`config.mk`:
```
export PLATFORM = sky130hd
export DESIGN_NAME = gon_bus
export DESIGN_NICKNAME = d
export VERILOG_FILES = /design/src/rtl/gon_bus_pkg.sv /design/src/rtl/gon_bus_rr_arbiter.sv /design/src/rtl/gon_bus.sv
export SDC_FILE = /design/constraint.sdc
export NUM_CORES = 1
export LEC_CHECK = 0
export ABC_CLOCK_PERIOD_IN_PS = 7400
export BUFFER_PORTS_ARGS = -buffer_cell sky130_fd_sc_hd__buf_2
export CAP_MARGIN = 25
export CORE_MARGIN = 8
export CORE_UTILIZATION = 40
export DETAILED_ROUTE_END_ITERATION = 7
export GPL_TIMING_DRIVEN = 0
export SLEW_MARGIN = 20
export SYNTH_ARGS = -nofsm -noshare
export SYNTH_HDL_FRONTEND = slang
export SYNTH_SLANG_ARGS = --single-unit
export TNS_END_PERCENT = 50
```
`constraint.sdc`:
```
create_clock -name i_clk -period 7.4 [get_ports i_clk]
set_clock_uncertainty 0.15 [all_clocks]
set_input_delay 1.48 -clock i_clk [delete_from_list [all_inputs] [get_ports i_clk]]
set_output_delay 1.48 -clock i_clk [all_outputs]
set_load 0.005 [all_outputs]
```
`src/rtl/gon_bus_pkg.sv`:
```
// Shared definitions for the global output network bus: default widths,
// width consistency check and slave slice helpers.
package gon_bus_pkg;

  localparam int unsigned ID_BW_DEF    = 4;
  localparam int unsigned PKT_IN_DEF   = 8;
  localparam int unsigned PKT_OUT_DEF  = 12;
  localparam int unsigned SLV_NUM_DEF  = 6;

  // The master packet is exactly {tag, payload}; nothing else fits the format.
  function automatic bit widths_consistent(input int unsigned id_bw,
                                           input int unsigned pkt_in,
                                           input int unsigned pkt_out);
    return pkt_out == id_bw + pkt_in;
  endfunction

  // Low bit of slave k's slice in a flattened per-slave bus of width w.
  function automatic int unsigned slice_lo(input int unsigned k,
                                           input int unsigned w);
    return k * w;
  endfunction

endpackage

```
`src/rtl/gon_bus_rr_arbiter.sv`:
```
// Round-robin arbiter: first request at or after ptr (mod N) wins; grant is
// one-hot with its encoded index alongside.
module rr_arbiter #(
  parameter int unsigned N  = 6,
  parameter int unsigned PW = (N > 1) ? $clog2(N) : 1
) (
  input  logic [N-1:0]  req,
  input  logic [PW-1:0] ptr,
  output logic [N-1:0]  grant,
  output logic [PW-1:0] idx,
  output logic          any
);

  int unsigned pos;

  always_comb begin
    grant = '0;
    idx   = '0;
    any   = 1'b0;
    pos   = 0;
    for (int unsigned j = 0; j < N; j++) begin
      pos = 32'(ptr) + j;
      if (pos >= N) pos = pos - N;
      if (!any && req[pos]) begin
        any        = 1'b1;
        grant[pos] = 1'b1;
        idx        = PW'(pos);
      end
    end
  end

endmodule

```
`src/rtl/gon_bus.sv`:
```
// Global output network bus: round-robin gathers slave packets onto one
// master link, tagging each with the producing slave's configured ID.
module gon_bus
  import gon_bus_pkg::*;
#(
  parameter int unsigned ID_BITWIDTH         = ID_BW_DEF,
  parameter int unsigned PACKET_IN_BITWIDTH  = PKT_IN_DEF,
  parameter int unsigned PACKET_OUT_BITWIDTH = PKT_OUT_DEF,
  parameter int unsigned SLV_NUM             = SLV_NUM_DEF
) (
  input  logic                                  i_clk,
  input  logic                                  i_rst,
  input  logic [SLV_NUM*PACKET_IN_BITWIDTH-1:0] i_packet,
  input  logic [SLV_NUM-1:0]                    i_valid,
  output logic [SLV_NUM-1:0]                    o_ready,
  output logic [PACKET_OUT_BITWIDTH-1:0]        o_packet,
  output logic                                  o_valid,
  input  logic                                  i_ready,
  input  logic [SLV_NUM*ID_BITWIDTH-1:0]        i_id,
  input  logic                                  i_id_valid
);

  localparam int unsigned PW = (SLV_NUM > 1) ? $clog2(SLV_NUM) : 1;

  if (!widths_consistent(ID_BITWIDTH, PACKET_IN_BITWIDTH, PACKET_OUT_BITWIDTH)) begin : g_width_check
    $error("gon_bus: PACKET_OUT_BITWIDTH must equal ID_BITWIDTH + PACKET_IN_BITWIDTH");
  end

  logic [SLV_NUM*ID_BITWIDTH-1:0]   id_q;
  logic                             cfg_done_q;
  logic [PACKET_OUT_BITWIDTH-1:0]   out_q;
  logic                             out_valid_q;
  logic [PW-1:0]                    rr_ptr_q;

  logic [SLV_NUM-1:0]               grant;
  logic [PW-1:0]                    g_idx;
  logic                             g_any;
  logic                             can_load;
  logic                             xfer;
  logic [PACKET_IN_BITWIDTH-1:0]    sel_payload;
  logic [ID_BITWIDTH-1:0]           sel_tag;

  rr_arbiter #(
    .N  (SLV_NUM),
    .PW (PW)
  ) u_arb (
    .req   (i_valid),
    .ptr   (rr_ptr_q),
    .grant (grant),
    .idx   (g_idx),
    .any   (g_any)
  );

  assign can_load = !out_valid_q || i_ready;
  // The grant winner is always valid, so any grant under cfg_done/can_load is a transfer.
  assign xfer     = cfg_done_q && can_load && g_any;
  assign o_ready  = xfer ? grant : '0;
  assign o_packet = out_q;
  assign o_valid  = out_valid_q;

  always_comb begin
    sel_payload = '0;
    sel_tag     = '0;
    for (int unsigned k = 0; k < SLV_NUM; k++) begin
      if (g_idx == PW'(k)) begin
        sel_payload = i_packet[slice_lo(k, PACKET_IN_BITWIDTH) +: PACKET_IN_BITWIDTH];
        sel_tag     = id_q[slice_lo(k, ID_BITWIDTH) +: ID_BITWIDTH];
      end
    end
  end

  always_ff @(posedge i_clk or negedge i_rst) begin
    if (!i_rst) begin
      id_q        <= '0;
      cfg_done_q  <= 1'b0;
      out_q       <= '0;
      out_valid_q <= 1'b0;
      rr_ptr_q    <= '0;
    end else begin
      if (i_id_valid) begin
        id_q       <= i_id;
        cfg_done_q <= 1'b1;
      end
      if (xfer) begin
        out_q       <= {sel_tag, sel_payload};
        out_valid_q <= 1'b1;
        rr_ptr_q    <= (g_idx == PW'(SLV_NUM - 1)) ? '0 : g_idx + 1'b1;
      end else if (i_ready) begin
        out_valid_q <= 1'b0;
      end
    end
  end

endmodule

```
==> summary.md <==
| Metric | Value |
|---|---|
| Clk buf depth | `2` |
| Relative slew slack | `0.4369` |
| Vias per Instance | `5.947` |
| Post-synth ARST share | `1.000` |
| Post-synth EDFFs | `0` |
| Max-cap violations | `0` |
| CTS tree | `done` |
| Crit path from | `rr_ptr_q[1]` |
| Die Width | `118.5 um` |
| Hold endpoint | `o_packet[6]` |
| Highest clock rate | `0.1434 GHz` |
| Worst-Margin Slew | `844.6 ps` |
| Post-synthesis cell area | `0.004203 sq mm` |
| Multi-input logic area | `0.002922 sq mm` |
| Worst hold stages | `2` |
| Status | `completed` |
| Synthesized area per cell | `8.885 sq um` |
| Post-CTS sizing | `0` |
| Hold Path Class | `reg -> reg` |
| Nets | `678` |
| Critical Path End Type | `primary output` |
| Setup slack, reg-to-reg | `690 ps` |
| TritonCTS buffer count | `5` |
| Drt total wl | `13930 um` |
| Worst EP arrival | `5350 ps` |
| R2r worst-path depth | `18` |
| PortBufs | `99` |
| Vias in the first global route | `4302` |
| Final TNS setup | `0 ps` |
| Most frequent cells in the layout | `111 x buf_2, 56 x nand2_1, 48 x mux2_2, 41 x dfrtp_1, 33 x nand3_1` |
| Largest net degree at the start of global routing | `42` |
| Number of synthesized register bits | `41` |
| Main synth FF type | `dfrtp_1` |
| Initial Util | `0.4089` |
| Final Max Tran Viols | `0` |
| Layout cells sized above 1 | `0.3500` |
| DRC violations left | `0` |
| Core area | `0.01028 sq mm` |
| Reg2reg end | `o_packet[5]` |
| FP Rows | `37` |
| GPL Wtd Cong | `0.9259` |
| H-tree depth | `2` |
| Die area | `0.01404 sq mm` |
| Leading cell type in the layout, fill and taps excluded | `buf_2` |
| Post-route minimum period | `6975 ps` |
| Synth warnings | `0` |
| Syn_nets | `572` |
| Startpoint types | `flip-flop` |
| Gate Count Post-Synth | `473` |
| 1st-iter DRT viols | `427` |
| Vias | `4258` |
| Worst min-delay path startpoint | `o_packet[6]` |
| Post-DRT Antenna Nets | `0` |
| FF/Latch Area | `0.001026 sq mm` |
| Fin area | `0.004979 sq mm` |
| Ports | `101` |
| WL per Instance | `19.45 um` |
| Antenna violations before repair | `0` |
| DP Area | `0.004868 sq mm` |
| Post-CTS Hold Buffers | `0` |
| HPWL Detailed | `10990 um` |
| GRT Total Usage | `0.1958` |
| Crit Path Class | `reg -> out` |
| Die Y-Extent | `118.5 um` |
| WHS | `361.6 ps` |
| Area growth syn-to-layout | `18.46%` |
| Reg-to-Reg Start | `rr_ptr_q[1]` |
| Root Buffer | `clkbuf_8` |
| Overflow after GRT | `0` |
| Fin crit share | `0.9426` |
| Critical-path maximum fanout | `12` |
| First-pass GRT wire length | `22650 um` |
| Register area share after synthesis | `0.2441` |
| Data required time of the critical path | `5770 ps` |
| Yosys cell types | `79` |
| RSZ-0062 raised after global routing | `no` |
| Buffer count from post-CTS setup fixing | `0` |
| Antenna cells | `0` |
| Final setup fails | `0` |
| TritonRoute pass-1 iters | `6` |
| Clk sinks | `41` |
| Clock-pin slew on the worst setup and hold paths | `90 ps` |
| Hold Fails Final Rpt | `0` |
| Worst-Skew Late Latency | `310 ps` |
| Fillers | `1042` |
## flip-flops by register name (all words and copies together) (netlist names)
register and cells:
cfg_done_q 1, o_packet 12, o_valid 1, id_q 24, rr_ptr_q 3
## critical path, cell delays in order (launching register included)
cell	delay, ps
dfrtp_1	670
clkinv_1	480
ha_1	490
buf_2	230
clkinv_1	350
ha_1	470
a211o_1	310
o211a_1	230
nor4_4	330
nand3_2	270
buf_2	310
nor3b_1	360
a22oi_1	150
a21oi_1	220
buf_2	150
## cell usage after synthesis, types with 3 or more instances
cell / number / area (sq um)
nand2_1: 56 / 210.2
mux2_2: 48 / 540.5
dfrtp_1: 41 / 1026
nand3_1: 33 / 165.2
nor2_1: 24 / 90.09
nand2b_1: 20 / 125.1
o21ai_0: 18 / 90.09
ha_1: 17 / 212.7
a21oi_1: 14 / 70.07
a22oi_1: 13 / 97.59
buf_2: 12 / 60.06
a2111o_1: 11 / 123.9
a221o_1: 11 / 110.1
clkbuf_1: 11 / 41.29
mux2i_1: 9 / 90.09
inv_1: 7 / 26.28
a211oi_1: 6 / 45.04
buf_6: 6 / 67.56
and2_1: 5 / 31.28
nor3_1: 5 / 25.02
a211o_1: 4 / 35.03
a222oi_1: 4 / 40.04
a41oi_1: 4 / 35.03
buf_4: 4 / 30.03
nor2b_1: 4 / 25.02
a32oi_1: 3 / 26.28
buf_1: 3 / 11.26
clkinv_1: 3 / 11.26
nor3b_1: 3 / 22.52
o211ai_1: 3 / 22.52
o22ai_1: 3 / 18.77
o31ai_1: 3 / 22.52
or2_2: 3 / 18.77
xnor2_1: 3 / 26.28
## kinds of logic after synthesis
kind of cell             count (synthesis)  synth area share
AO/OA/AOI/OAI                          129            0.2551
buffers and inverters                   48           0.06073
multiplexers                            58            0.1533
XOR/XNOR                                 5           0.01489
adder cells (fa/ha/maj)                 17           0.05061
flip-flops                              41            0.2441
AND/OR/NAND/NOR                        175            0.2212
## metal layers
| layer | GRT usage | share of wire | vias up |
|---|---|---|---|
| li1 | - | - | 2021 |
| met1 | 0.2673 | 0.48 | 2049 |
| met2 | 0.3083 | 0.45 | 166 |
| met3 | 0.03998 | 0.056 | 22 |
| met4 | 0.05138 | 0.016 | 0 |
| met5 | 0 | 0 | - |
## cell type report
class	count	share of cell area
repair buffers	100	0.1035
multi-input cells	384	0.5868
inverters	12	0.009801
clock buffers	5	0.01382
clock inverters	3	0.004272
plain buffers	35	0.04147
well taps	136	0.03418
flip-flops and latches	41	0.2061
## through the flow
step | util | setup WS, ps | cells
2_1_floorplan | - | 1511 | 473
3_3_place_gp | 0.4737 | 393.8 | 708
3_5_place_dp | 0.4737 | 297.1 | 708
4_1_cts | 0.4825 | 12.14 | 716
5_1_grt | 0.4844 | 187.1 | 716
6_report | 0.4844 | 424.7 | 716
## how the worst max path moves through the flow
stage                       end  slack, ps  cells after the start
floorplan            o_ready[2]       1510                     15
global placement     o_ready[0]        390                     17
detailed placement  o_packet[5]        300                     21
CTS                  o_ready[0]         10                     17
global route         o_ready[0]        190                     14
finish               o_ready[0]        420                     14
Power is left out: the tool's default activity adds up to more than one toggle a clock period on the data nets, which glitch-free logic cannot reach.
